$ cat config.mk
export PLATFORM = sky130hd
export DESIGN_NAME = rca_serial_adder32_flat
export DESIGN_NICKNAME = d
export VERILOG_FILES = /design/src/rtl/rca_pkg.sv /design/src/rtl/rca_serial_adder32_if.sv /design/src/rtl/rca_slice_adder.sv /design/src/rtl/rca_serial_adder32.sv /design/src/flat_wrapper.sv
export SDC_FILE = /design/constraint.sdc
export NUM_CORES = 1
export LEC_CHECK = 0
export BUFFER_PORTS_ARGS = -buffer_cell sky130_fd_sc_hd__buf_2
export CAP_MARGIN = 20
export CORE_MARGIN = 2
export CORE_UTILIZATION = 45
export CTS_BUF_LIST = sky130_fd_sc_hd__clkbuf_4 sky130_fd_sc_hd__clkbuf_8
export DETAILED_ROUTE_END_ITERATION = 10
export MAX_ROUTING_LAYER = met4
export PLACE_DENSITY = 0.68
export SYNTH_ARGS = -nofsm -noshare
export SYNTH_HDL_FRONTEND = slang
export SYNTH_SLANG_ARGS = --single-unit
$ cat constraint.sdc
create_clock -name clk -period 5.6 [get_ports clk]
set_input_delay 1.68 -clock clk [delete_from_list [all_inputs] [get_ports clk]]
set_output_delay 1.68 -clock clk [all_outputs]
set_load 0.005 [all_outputs]
$ cat src/rtl/rca_pkg.sv
// Shared encodings and default sizes for the serial ripple-carry adder.
package rca_pkg;

    typedef enum logic [1:0] {
        IDLE = 2'd0,
        RUN  = 2'd1,
        DONE = 2'd2
    } state_t;

    localparam int unsigned WIDTH_DEF  = 32;
    localparam int unsigned SLICE_DEF  = 8;
    localparam int unsigned NSLICE_DEF = WIDTH_DEF / SLICE_DEF;

    // Slice index width; never narrower than one bit so a single-slice build still has a counter.
    function automatic int unsigned idx_width(input int unsigned n);
        return (n > 1) ? $clog2(n) : 1;
    endfunction

    localparam int unsigned IDX_W_DEF = idx_width(NSLICE_DEF);

endpackage

$ cat src/rtl/rca_serial_adder32_if.sv
// Operand/result bus of the serial adder. The ovf signal exists only with RCA_SERIAL_OVF_EN.
interface rca_serial_adder32_if #(
    parameter int unsigned WIDTH = 32
);
    logic             start;
    logic [WIDTH-1:0] a;
    logic [WIDTH-1:0] b;
    logic             c0;
    logic             busy;
    logic             done;
    logic [WIDTH-1:0] s;
    logic             c;
`ifdef RCA_SERIAL_OVF_EN
    logic             ovf;
`endif

    modport master (
        output start, a, b, c0,
`ifdef RCA_SERIAL_OVF_EN
        input  ovf,
`endif
        input  busy, done, s, c
    );

    modport slave (
        input  start, a, b, c0,
`ifdef RCA_SERIAL_OVF_EN
        output ovf,
`endif
        output busy, done, s, c
    );
endinterface

$ cat src/rtl/rca_slice_adder.sv
// N-bit combinational ripple-carry adder built from a chain of full adders.
module rca_slice_adder #(
    parameter int unsigned N = 8
) (
    input  logic [N-1:0] a,
    input  logic [N-1:0] b,
    input  logic         cin,
    output logic [N-1:0] s,
    output logic         cout
);
    logic [N:0] cy;

    assign cy[0] = cin;

    for (genvar i = 0; i < N; i++) begin : g_fa
        assign s[i]    = a[i] ^ b[i] ^ cy[i];
        assign cy[i+1] = (a[i] & b[i]) | (cy[i] & (a[i] ^ b[i]));
    end

    assign cout = cy[N];
endmodule

$ cat src/rtl/rca_serial_adder32.sv
// Multi-cycle adder: one SLICE-bit chunk per clock through a single slice adder,
// carry held in a register between slices. Optional ovf output via RCA_SERIAL_OVF_EN.
module rca_serial_adder32
    import rca_pkg::*;
#(
    parameter int unsigned WIDTH = WIDTH_DEF,
    parameter int unsigned SLICE = SLICE_DEF
) (
    input  logic                 clk,
    input  logic                 rst,
    rca_serial_adder32_if.slave  bus
);
    localparam int unsigned NSLICE = WIDTH / SLICE;
    localparam int unsigned IDX_W  = idx_width(NSLICE);
    localparam logic [IDX_W-1:0] LAST_IDX = IDX_W'(NSLICE - 1);

    state_t             state, state_nx;
    logic [IDX_W-1:0]   idx, idx_nx;
    logic               carry, carry_nx;
    logic [WIDTH-1:0]   a_q, a_nx;
    logic [WIDTH-1:0]   b_q, b_nx;
    logic [WIDTH-1:0]   s_q, s_nx;
    logic               c_q, c_nx;
    logic               busy_q, busy_nx;
    logic               done_q, done_nx;
`ifdef RCA_SERIAL_OVF_EN
    logic               ovf_q, ovf_nx;
`endif

    int unsigned        base;
    logic [SLICE-1:0]   slice_a, slice_b, slice_s;
    logic               slice_cout;

    assign base    = 32'(idx) * SLICE;
    assign slice_a = a_q[base +: SLICE];
    assign slice_b = b_q[base +: SLICE];

    rca_slice_adder #(.N(SLICE)) u_slice (
        .a    (slice_a),
        .b    (slice_b),
        .cin  (carry),
        .s    (slice_s),
        .cout (slice_cout)
    );

    // Next-state, datapath updates and registered-output decode.
    always_comb begin
        state_nx = state;
        idx_nx   = idx;
        carry_nx = carry;
        a_nx     = a_q;
        b_nx     = b_q;
        s_nx     = s_q;
        c_nx     = c_q;
`ifdef RCA_SERIAL_OVF_EN
        ovf_nx   = ovf_q;
`endif
        unique case (state)
            IDLE: begin
                if (bus.start) begin
                    a_nx     = bus.a;
                    b_nx     = bus.b;
                    carry_nx = bus.c0;
                    idx_nx   = '0;
                    state_nx = RUN;
                end
            end
            RUN: begin
                s_nx[base +: SLICE] = slice_s;
                carry_nx            = slice_cout;
                if (idx == LAST_IDX) begin
                    c_nx     = slice_cout;
`ifdef RCA_SERIAL_OVF_EN
                    // Carry into the MSB recovered from its sum bit, XORed with carry out.
                    ovf_nx   = a_q[WIDTH-1] ^ b_q[WIDTH-1] ^ slice_s[SLICE-1] ^ slice_cout;
`endif
                    state_nx = DONE;
                end else begin
                    idx_nx = idx + IDX_W'(1);
                end
            end
            DONE:    state_nx = IDLE;
            default: state_nx = IDLE;
        endcase
        busy_nx = (state_nx != IDLE);
        done_nx = (state_nx == DONE);
    end

    always_ff @(posedge clk) begin
        if (rst) begin
            state  <= IDLE;
            idx    <= '0;
            carry  <= 1'b0;
            a_q    <= '0;
            b_q    <= '0;
            s_q    <= '0;
            c_q    <= 1'b0;
            busy_q <= 1'b0;
            done_q <= 1'b0;
`ifdef RCA_SERIAL_OVF_EN
            ovf_q  <= 1'b0;
`endif
        end else begin
            state  <= state_nx;
            idx    <= idx_nx;
            carry  <= carry_nx;
            a_q    <= a_nx;
            b_q    <= b_nx;
            s_q    <= s_nx;
            c_q    <= c_nx;
            busy_q <= busy_nx;
            done_q <= done_nx;
`ifdef RCA_SERIAL_OVF_EN
            ovf_q  <= ovf_nx;
`endif
        end
    end

    assign bus.busy = busy_q;
    assign bus.done = done_q;
    assign bus.s    = s_q;
    assign bus.c    = c_q;
`ifdef RCA_SERIAL_OVF_EN
    assign bus.ovf  = ovf_q;
`endif

endmodule

$ cat src/flat_wrapper.sv
// flat-port wrapper written by rule: the top's interface ports become plain ports
module rca_serial_adder32_flat import rca_pkg::*;
#(
    parameter int unsigned WIDTH = WIDTH_DEF,
    parameter int unsigned SLICE = SLICE_DEF
)
  (clk, rst, bus_start, bus_a, bus_b, bus_c0, bus_busy, bus_done, bus_s, bus_c);
  rca_serial_adder32_if #(.WIDTH(WIDTH)) bus_i ();
  input  logic clk;
  input  logic rst;
  input wire logic [$bits(bus_i.start)-1:0] bus_start;
  input wire logic [$bits(bus_i.a)-1:0] bus_a;
  input wire logic [$bits(bus_i.b)-1:0] bus_b;
  input wire logic [$bits(bus_i.c0)-1:0] bus_c0;
  output wire logic [$bits(bus_i.busy)-1:0] bus_busy;
  output wire logic [$bits(bus_i.done)-1:0] bus_done;
  output wire logic [$bits(bus_i.s)-1:0] bus_s;
  output wire logic [$bits(bus_i.c)-1:0] bus_c;
  assign bus_i.start = bus_start;
  assign bus_i.a = bus_a;
  assign bus_i.b = bus_b;
  assign bus_i.c0 = bus_c0;
  assign bus_busy = bus_i.busy;
  assign bus_done = bus_i.done;
  assign bus_s = bus_i.s;
  assign bus_c = bus_i.c;
  rca_serial_adder32 #(.WIDTH(WIDTH), .SLICE(SLICE)) u_core (.clk(clk), .rst(rst), .bus(bus_i));
endmodule
==> results_dict.tcl, run 1 <==
set metrics [dict create \
    grt_setup_unrepaired "no" \
    path_delay_family "adder cells" \
    synth-seq-cells 104 \
    yosysWarnings 0 \
    dieHeight_um 101.8 \
    startpoint_type "flop" \
    critPathMaxStageDelay_ns 0.62 \
    path_depth 15 \
    cts_buffers 9 \
    cap_violations 0 \
    avgRoutedWirePerCell_um 15.01 \
    wl_met3_um 501 \
    cp.arrival_ns 4.92 \
    viasPerCell 5.161 \
    ir_worst_vdd_v 0.0001174 \
    gr-total-overflow 0 \
    cts_hold_buf 0 \
    grt_start_max_net_pins 66 \
    layout.nets 624 \
    syn_area_sq_mm 0.004304 \
    synthCells 453 \
    clockRootBuffer "clkbuf_8" \
    hp-class "reg2reg" \
    met1_length_um 4661 \
    critPathSlowestCell "dfxtp_1" \
    clk_pin_slew_ns 0.10 \
    cp_cell_sequence "mux4_2 -> inv_1 -> fa_1 -> fa_1 -> fa_1 -> fa_1 -> fa_1 -> inv_1 -> fa_1 -> inv_1 -> fa_1 -> inv_1 -> fa_1 -> nor2b_1 -> a22o_1" \
    setup_viol_count_final 0 \
    reg2regPathDepth 15 \
    report.final.slew_viol_count 0 \
    rr_startpoint "u_core.idx[1]" \
    p_leak_nw 2.079 \
    wl_um 10150 \
    grt_usage_pct 21.41 \
    drcViolationCount 0 \
    cts_buffer_depth 2 \
    cts_tree "done" \
    grt_pass1_wl_um 16660 \
    ant_nets 0 \
    gp_congestion 0.8439 \
    cts.repair.resized 0 \
    switching_share_pct 26.94 \
    post_cts_buffers 0 \
    power.share.sequential_pct 56.4 \
    io_buffers 102 \
    worstSkewPairLatency_ns 0.37 \
    whs_ns 0.4567 \
    cts.htree.levels 3 \
    clock_power_share_pct 31.6 \
    slew_headroom_pct 49.83 \
    tightest_slew_ns 0.7526 \
    netSwitchingPower_uw 377.7 \
    grt_pass1_vias 3305 \
    rows 35 \
    p_per_area_mw_per_mm2 279.2 \
    antenna_found_initial 0 \
    place_area_sq_mm 0.004837 \
    setup.worst_path.class "reg2reg" \
    dr.first_iter.drc_count 146 \
    drive_above_1_share_pct 26.51 \
    drt_pre_antenna_iters 4 \
    p_comb_share_pct 12.0 \
    ys_seq_area_share_pct 48.37 \
    die_w_um 101.8 \
    fin_area_sq_mm 0.005024 \
    fin_crit_sh_pct 83.03 \
    io_pins 103 \
    initial_core_util_pct 46.58 \
    finalHoldViolCount 0 \
    r2r_slack_ns 0.95 \
    timing.rr.end "u_core.bus.s[23]" \
    p_int_mw 1.025 \
    max_freq_mhz 215.1 \
    wl_met2_um 4896 \
    detailed_place_hpwl_um 7339 \
    p_total_mw 1.402 \
    outcome "complete, no violations" \
    final_util_pct 54.37 \
    critPathMostFrequentCell "fa_1" \
    cp-end-kind "flop" \
    critPathLaunch "u_core.idx[1]" \
    avgSynthCellArea_sq_um 9.501 \
    vias 3489 \
    area_delta_synth_final_pct 16.72 \
    maxUsedRoutingLayer "met4" \
    antenna_cells 0 \
    tns_ns 0 \
    cts_sinks 104 \
    worstPathRequired_ns 5.87 \
    synthDistinctLibCells 30 \
    synthesis.nets 535 \
    dieArea_sq_mm 0.01036 \
    crit_path_max_fanout 10 \
    skew_ns 0.01095 \
    coreArea_sq_mm 0.009240 \
    critPathBufInv 4 \
    period_minus_slack_ns 4.650 \
    crit_end "u_core.bus.s[23]" \
]
==> layout by cell type (no fill, tap or decap), types with 6 or more instances in the layout <==
master and instances:
ha_1 6, fa_1 8, inv_1 20, buf_2 102, a21oi_1 70, dfxtp_1 104, a22o_1 32, nor2_1 13
clkbuf_8 10, mux4_2 16, nand2_1 131
==> worst min-delay path by stage <==
| stage | to | slack (ns) | from | cells past startpoint |
|---|---|---|---|---|
| after floorplan | u_core.a_q[12] | 0.43 | u_core.a_q[12] | 2 |
| after global placement | u_core.a_q[27] | 0.44 | u_core.a_q[27] | 2 |
| after detailed placement | u_core.b_q[20] | 0.44 | u_core.b_q[20] | 2 |
| after CTS | u_core.b_q[20] | 0.46 | u_core.b_q[20] | 2 |
| after global routing | u_core.b_q[28] | 0.48 | u_core.b_q[28] | 2 |
| final | u_core.a_q[29] | 0.46 | u_core.a_q[29] | 2 |
==> per-layer routing <==
layer / GRT usage (%) / vias to the layer above
met1: 28.45 / 1660
li1: - / 1713
met4: 4.990 / 0
met2: 33.65 / 105
met5: - / -
met3: 4.555 / 11
==> cell usage after synthesis, drive strengths merged <==
cell type,n,area [sq um]
nand2,131,491.7
dfxtp,104,2082
a21oi,71,359.1
a22o,32,280.3
inv,20,75.07
buf,19,143.9
mux4,16,360.4
nor2,13,48.80
clkbuf,10,37.54
fa,8,160.2
ha,6,75.07
nand3,3,15.01
nor2b,3,26.27
a31oi,2,12.51
nand4bb,2,22.52
nor3,2,10.01
nor3b,2,20.02
o21ai,2,10.01
and3,1,6.260
mux2i,1,10.01
nand2b,1,6.260
nand3b,1,7.510
nor4,1,21.27
o221a,1,11.26
or3b,1,11.26
==> flip-flops by register name, indices dropped and copies added (netlist names) <==
register         count
u_core.a_q          32
u_core.bus.c         1
u_core.bus.s        32
u_core.state         2
u_core.carry         1
u_core.bus.busy      1
u_core.idx           2
u_core.b_q          32
u_core.bus.done      1
==> per-stage QoR <==
| step | setup slack [ns] | cells |
|---|---|---|
| finish | 0.9504 | 676 |
| global route | 0.7652 | 676 |
| CTS | 0.9685 | 676 |
| detailed placement | 0.9810 | 660 |
| global placement | 1.127 | 660 |
| floorplan | 1.107 | 453 |
==> final cells by class <==
class                      count  area (sq um)
fill                         855          4217
sequential                   104          2082
multi-input combinational    300          1971
timing repair buffer         107         548.0
tap                          129         161.4
clock buffer                  11         145.1
inverter                      20         75.07
clock inverter                 5         41.29
==> power by group through the flow <==
| stage | clock (mW) | sequential (mW) | combinational (mW) |
|---|---|---|---|
| after CTS | 0.453 | 0.791 | 0.171 |
| after global routing | 0.481 | 0.795 | 0.191 |
| after floorplan | 0 | 0.800 | 0.122 |
| final | 0.443 | 0.791 | 0.169 |
| after detailed placement | 0 | 0.808 | 0.170 |
| after global placement | 0 | 0.806 | 0.166 |
==> logic make-up after synthesis <==
| logic type | share of synthesized area (%) |
|---|---|
| compound gates | 15.64 |
| fa+ha+maj | 5.465 |
| mux | 8.605 |
| buf+inv | 5.959 |
| simple gates | 15.96 |
| flops | 48.37 |
==> tightest hold or removal path, stage by stage (launching register included) <==
cell     delay, ns
dfxtp_1       0.32
nand2_1       0.05
a21oi_1       0.05
(Power assumes the default switching activity.)
==> run 2: changes to the inputs <==
ABC_AREA = 1   (was not set)
PLACE_DENSITY = 0.67   (was 0.68)
clock period = 4.6 ns   (was 5.6 ns; I/O delays follow)
==> run 2 against run 1 <==
  * Clock-buffer cell count down 1
  * Cell area up 6.8%
  * Final cell count up 29%
  * Sequential power up 25%
  * Setup slack worse by 0.69 ns
  * Non-clock buffer count up 5
  * Largest power group unchanged
==> results_dict.tcl, run 2 <==
set metrics [dict create \
    tns_ns 0 \
    tightest_slew_ns 0.8633 \
    fin_crit_sh_pct 94.35 \
    clockRootBuffer "clkbuf_8" \
    avgRoutedWirePerCell_um 12.85 \
    path_depth 19 \
    preCtsSetupSlack_ns 0.2245 \
    io_pins 103 \
    cts_hold_buf 0 \
    p_per_area_mw_per_mm2 347.2 \
    cts_tree "done" \
    crit_path_max_fanout 10 \
    antenna_cells 0 \
    place_area_sq_mm 0.005194 \
    layout.nets 816 \
    drive_above_1_share_pct 18.97 \
    dp.cells 859 \
    initial_core_util_pct 45.53 \
    ir_worst_vdd_v 0.0001859 \
    report.final.slew_viol_count 0 \
    worstPathRequired_ns 4.86 \
    final_cell_mix "nor2_1 (190), dfxtp_1 (103), o21ai_0 (102), buf_2 (102), nand2_1 (70)" \
    drcViolationCount 0 \
    whs_path_depth 2 \
    critPathBufInv 4 \
    reg2regPathDepth 19 \
    vias 4288 \
    dr.first_iter.drc_count 195 \
    synth-edff-count 0 \
    syn_area_sq_mm 0.004637 \
    dieArea_sq_mm 0.01113 \
    synth_common_cells "nor2_1 (190), dfxtp_1 (104), o21ai_0 (102)" \
    cap_violations 0 \
    yosysMostFrequentCell "nor2_1" \
    viasPerCell 4.906 \
    clk_pin_slew_ns 0.10 \
    synthesis.nets 729 \
    synthCells 647 \
    yosys.area_share.adder_pct 5.073 \
    grt_start_max_net_pins 80 \
    layout.cells.non_filler 874 \
    finalHoldViolCount 0 \
    period_minus_slack_ns 4.340 \
    cts.htree.levels 3 \
    synth_compound_area_share_pct 16.84 \
    synth_area_leaders "dfxtp_1 (45%), nor2_1 (15%), o21ai_0 (11%), nand2_1 (5.7%), a21oi_1 (5.3%)" \
    gr-total-overflow 0 \
    area_delta_synth_final_pct 15.73 \
    r2r_slack_ns 0.26 \
    synthMuxAreaShare_pct 0 \
    rows 37 \
    post_cts_buffers 0 \
    grt_usage_pct 21.28 \
    io_buffers 102 \
    worstSkewPairLatency_ns 0.37 \
    wl_um 11230 \
    coreArea_sq_mm 0.01018 \
    ant_nets 0 \
    gp_congestion 0.8965 \
    synthDistinctLibCells 23 \
    ys_seq_area_share_pct 44.90 \
    skew_ns 0.01492 \
    detailed_place_hpwl_um 8390 \
    setup.worst_path.class "reg2reg" \
    yosysWarnings 0 \
    startpoint_type "flop" \
    fin_area_sq_mm 0.005366 \
    avgSynthCellArea_sq_um 7.167 \
    die_w_um 105.5 \
    synth-seq-cells 104 \
    setup_viol_count_final 0 \
    cts_buffers 9 \
    slew_headroom_pct 42.39 \
    mostFrequentLayoutCell "nor2_1" \
    critPathSlowestCell "fa_1" \
    antenna_found_initial 0 \
    cp-end-kind "flop" \
    ys.flop_type "dfxtp_1" \
    critPathLaunch "u_core.idx[0]" \
    yosys.area_share.simple_pct 24.85 \
    yosysTopAreaCellShare_pct 44.90 \
    grt_pass1_vias 4093 \
    outcome "complete, no violations" \
    cp.arrival_ns 4.60 \
    synthXorXnorAreaFrac_pct 0 \
    hp-class "reg2reg" \
    cp_cell_sequence "inv_2 -> nor2_1 -> nor2_1 -> a21oi_1 -> fa_1 -> fa_1 -> fa_1 -> fa_1 -> fa_1 -> inv_1 -> fa_1 -> inv_1 -> fa_1 -> inv_1 -> fa_1 -> nand3_1 -> nor2_1 -> nor2_1 -> nor2_1" \
    drt_pre_antenna_iters 4 \
    cts.repair.resized 0 \
    hold_end "u_core.a_q[3]" \
    async_flop_share_pct 0 \
    cts_buffer_depth 2 \
    grt_setup_unrepaired "no" \
    path_delay_family "adder cells" \
    grt_pass1_wl_um 18530 \
    critPathMaxStageDelay_ns 0.46 \
    synth_top_family_by_area "simple AND/OR/NAND/NOR gates" \
    critPathMostFrequentCell "fa_1" \
    dieHeight_um 105.5 \
    cts_sinks 104 \
    max_freq_mhz 230.4 \
    synth_top_cell_by_area "dfxtp_1" \
    setup_ws_ns 0.2600 \
    p_leak_nw 2.467 \
    min-delay-start "u_core.a_q[3]" \
    timing.rr.end "u_core.bus.s[15]" \
    rr_startpoint "u_core.idx[0]" \
]
==> run 2: changes by cell type in the layout (fill, tap and decap cells not counted), moves of 16 or more <==
cell / change
mux4_2: -16
a22o_1: -32
nor2_1: +177
a21oi_1: -21
inv_1: +26
nand2_1: -61
o21ai_0: +100
==> run 2: report_power, final <==
part / leakage (nW) / internal, mW / switching, mW / total (mW)
clock network: 0.0841 / 0.208 / 0.310 / 0.518
registers: 0.855 / 0.955 / 0.0329 / 0.988
logic: 1.53 / 0.133 / 0.225 / 0.357
total: 2.47 / 1.30 / 0.567 / 1.86
==> run 2: worst max path at each step <==
stage                                   to  slack [ns]
after floorplan           u_core.bus.s[15]        0.19
after global placement    u_core.bus.s[15]        0.31
after detailed placement  u_core.bus.s[15]        0.22
after CTS                 u_core.bus.s[15]        0.21
after global routing      u_core.bus.s[15]        0.02
final                     u_core.bus.s[15]        0.26
==> run 2: layout make-up <==
type / count / area, sq um
fill: 1063 / 4818
sequential: 104 / 2083
tap: 136 / 170.2
inverter: 50 / 187.7
timing repair buffer: 112 / 585.6
clock buffer: 10 / 137.6
multi-input combinational: 457 / 2168
clock inverter: 5 / 33.78
==> run 2: cell families after synthesis <==
family	count (synthesis)
simple gates	288
compound gates	155
flops	104
buf+inv	86
fa+ha+maj	14
==> run 2: worst min-delay path, stage by stage (launching register included) <==
cell     delay, ns
dfxtp_1       0.31
inv_1         0.06
a21oi_1       0.05
==> run 2: metal layers <==
metal / up-vias / global-route usage, % / wire (um)
met5: - / - / 0
met4: 0 / 9.023 / 297
met3: 24 / 2.845 / 498
met2: 119 / 34.65 / 5303
met1: 1919 / 26.68 / 5134
li1: 2226 / - / -
==> run 2: per-stage QoR <==
stage               hold slack [ns]  utilization (%)  power [mW]
detailed placement           0.4494            51.00       1.364
global placement             0.4383            51.00       1.355
floorplan                    0.4238                -       1.251
finish                       0.4613            52.69       1.863
global route                 0.4799            52.69       1.969
CTS                          0.4632            52.68       1.874
==> run 3: changes to the inputs <==
CORE_UTILIZATION = 56   (was 45)
PLACE_DENSITY = 0.81   (was 0.67)
clock period = 4.4 ns   (was 4.6 ns; I/O delays follow)
==> run 3 against run 2 <==
  * Cell area grew 0.14%
  * Highest routed layer unchanged
  * Critical path type unchanged
  * Combinational power grew 6.4%
  * Largest cell class unchanged
  * Largest power group unchanged
  * Wire length shrank 3.4%
==> results_dict.tcl, run 3 (synthesized netlist as in run 2, its figures left out) <==
set metrics [dict create \
    outcome "complete, no violations" \
    area_delta_synth_final_pct 15.89 \
    layout.nets 816 \
    clockRootBuffer "clkbuf_8" \
    antenna_found_initial 0 \
    period_minus_slack_ns 4.160 \
    grt_pass1_wl_um 17760 \
    report.final.slew_viol_count 0 \
    p_leak_nw 2.474 \
    setup.worst_path.class "reg2reg" \
    grt_usage_pct 25.77 \
    whs_ns 0.4610 \
    io_pins 103 \
    fillers 696 \
    grt_pass1_vias 3859 \
    rows 33 \
    cap_violations 0 \
    hp-class "reg2reg" \
    critPathMaxStageDelay_ns 0.47 \
    startpoint_type "flop" \
    mostFrequentLayoutCell "nor2_1" \
    cp_cell_sequence "o21ai_0 -> a21oi_1 -> fa_2 -> fa_2 -> fa_2 -> fa_2 -> fa_1 -> inv_1 -> fa_1 -> inv_1 -> fa_1 -> inv_1 -> fa_2 -> nand2_1 -> o21ai_0 -> nand2_1 -> nor2_1" \
    critPathMostFrequentCell "fa_2" \
    drt_pre_antenna_iters 4 \
    use_met1_pct 32.13 \
    cts_sinks 104 \
    cts_hold_buf 0 \
    dr.first_iter.drc_count 250 \
    detailed_place_hpwl_um 8008 \
    fin_crit_sh_pct 94.55 \
    die_w_um 95.00 \
    multiInputGateArea_sq_mm 0.002186 \
    io_buffers 102 \
    cts.htree.levels 3 \
    worstSkewPairLatency_ns 0.36 \
    cp-end-kind "flop" \
    tightest_slew_ns 0.9443 \
    antenna_cells 0 \
    dieHeight_um 95.00 \
    grt_start_max_net_pins 80 \
    path_delay_family "adder cells" \
    ir_worst_vdd_v 0.0002340 \
    crit_path_max_fanout 12 \
    initial_core_util_pct 57.01 \
    final_cell_mix "nor2_1 (190), o21ai_0 (102), buf_2 (102), dfxtp_1 (102), nand2_1 (70)" \
    critPathBufInv 3 \
    gr-max-usage-layer "met2" \
    skew_ns 0.01117 \
    gr-total-overflow 0 \
    drcViolationCount 0 \
    p_per_area_mw_per_mm2 371.9 \
    use_met2_pct 42.85 \
    setup_viol_count_final 0 \
    cts_buffers 9 \
    avgRoutedWirePerCell_um 12.87 \
    clk_pin_slew_ns 0.09 \
    cts_buffer_depth 2 \
    max_freq_mhz 240.4 \
    post_cts_buffers 0 \
    worstPathRequired_ns 4.64 \
    ant_nets 0 \
    slew_headroom_pct 36.97 \
    p_total_mw 1.998 \
    gp_congestion 0.9364 \
    cts_tree "done" \
    wl_um 10850 \
    viasPerCell 5.089 \
    grtUsageMet3_pct 3.512 \
    finalHoldViolCount 0 \
    grt_setup_unrepaired "no" \
    cp.arrival_ns 4.40 \
    vias 4290 \
    drive_above_1_share_pct 20.05 \
    seqCellArea_sq_mm 0.002090 \
    coreArea_sq_mm 0.008134 \
    critPathSlowestCell "fa_2" \
    dieArea_sq_mm 0.009024 \
]
## run 3: final timing paths
| check | from | endpoint | slack (ns) | depth (start not counted) |
|---|---|---|---|---|
| worst max-delay path | u_core.idx[0] | u_core.bus.s[23] | 0.24 | 17 |
| worst min-delay path | u_core.b_q[4] | u_core.b_q[4] | 0.46 | 2 |
| worst max register to register | u_core.idx[0] | u_core.bus.s[23] | 0.24 | 17 |
| worst min register to register | u_core.b_q[4] | u_core.b_q[4] | 0.46 | 2 |
## run 3: repair_timing
| action | 4_1_cts | 5_1_grt |
|---|---|---|
| endpoints found under the setup margin | 3 | 4 |
| endpoints found under the hold margin | 0 | 0 |
| resized for setup | 2 | 9 |
| pin swaps | 0 | 1 |
## run 3: cell type report
type | count | area share [%]
multi-input cells | 457 | 40.68
flip-flops and latches | 104 | 38.88
repair buffers | 112 | 10.90
inverters | 50 | 3.562
clock buffers | 10 | 2.445
well taps | 105 | 2.445
clock inverters | 5 | 1.094
## run 3: stage by stage
stage	setup TNS (ns)	setup WS, ns	instances	cell area, sq um	util, %
floorplan	0	0.006998	647	4638	-
finish	0	0.2398	843	5374	66.07
CTS	0	0.04535	843	5348	65.74
global placement	0	0.09692	828	5155	63.37
detailed placement	-0.03908	-0.03908	828	5155	63.37
global route	0	0.06035	843	5374	66.07
## run 3: tightest hold or removal path, cell delays in order, from the launching register on
cell and delay, ns:
dfxtp_1 0.31, inv_1 0.06, a21oi_1 0.06
## run 3: layer usage
metal | share of wire, % | up-vias
met1 | 44 | 1932
met5 | 0 | -
met4 | 2.0 | 0
li1 | - | 2223
met2 | 49 | 114
met3 | 4.3 | 21
## run 3: power by group
part / switching [mW] / internal [mW] / total (mW)
Sequential: 0.0362 / 0.999 / 1.04
Clock: 0.317 / 0.267 / 0.583
Combinational: 0.236 / 0.144 / 0.380
Total: 0.589 / 1.41 / 2.00
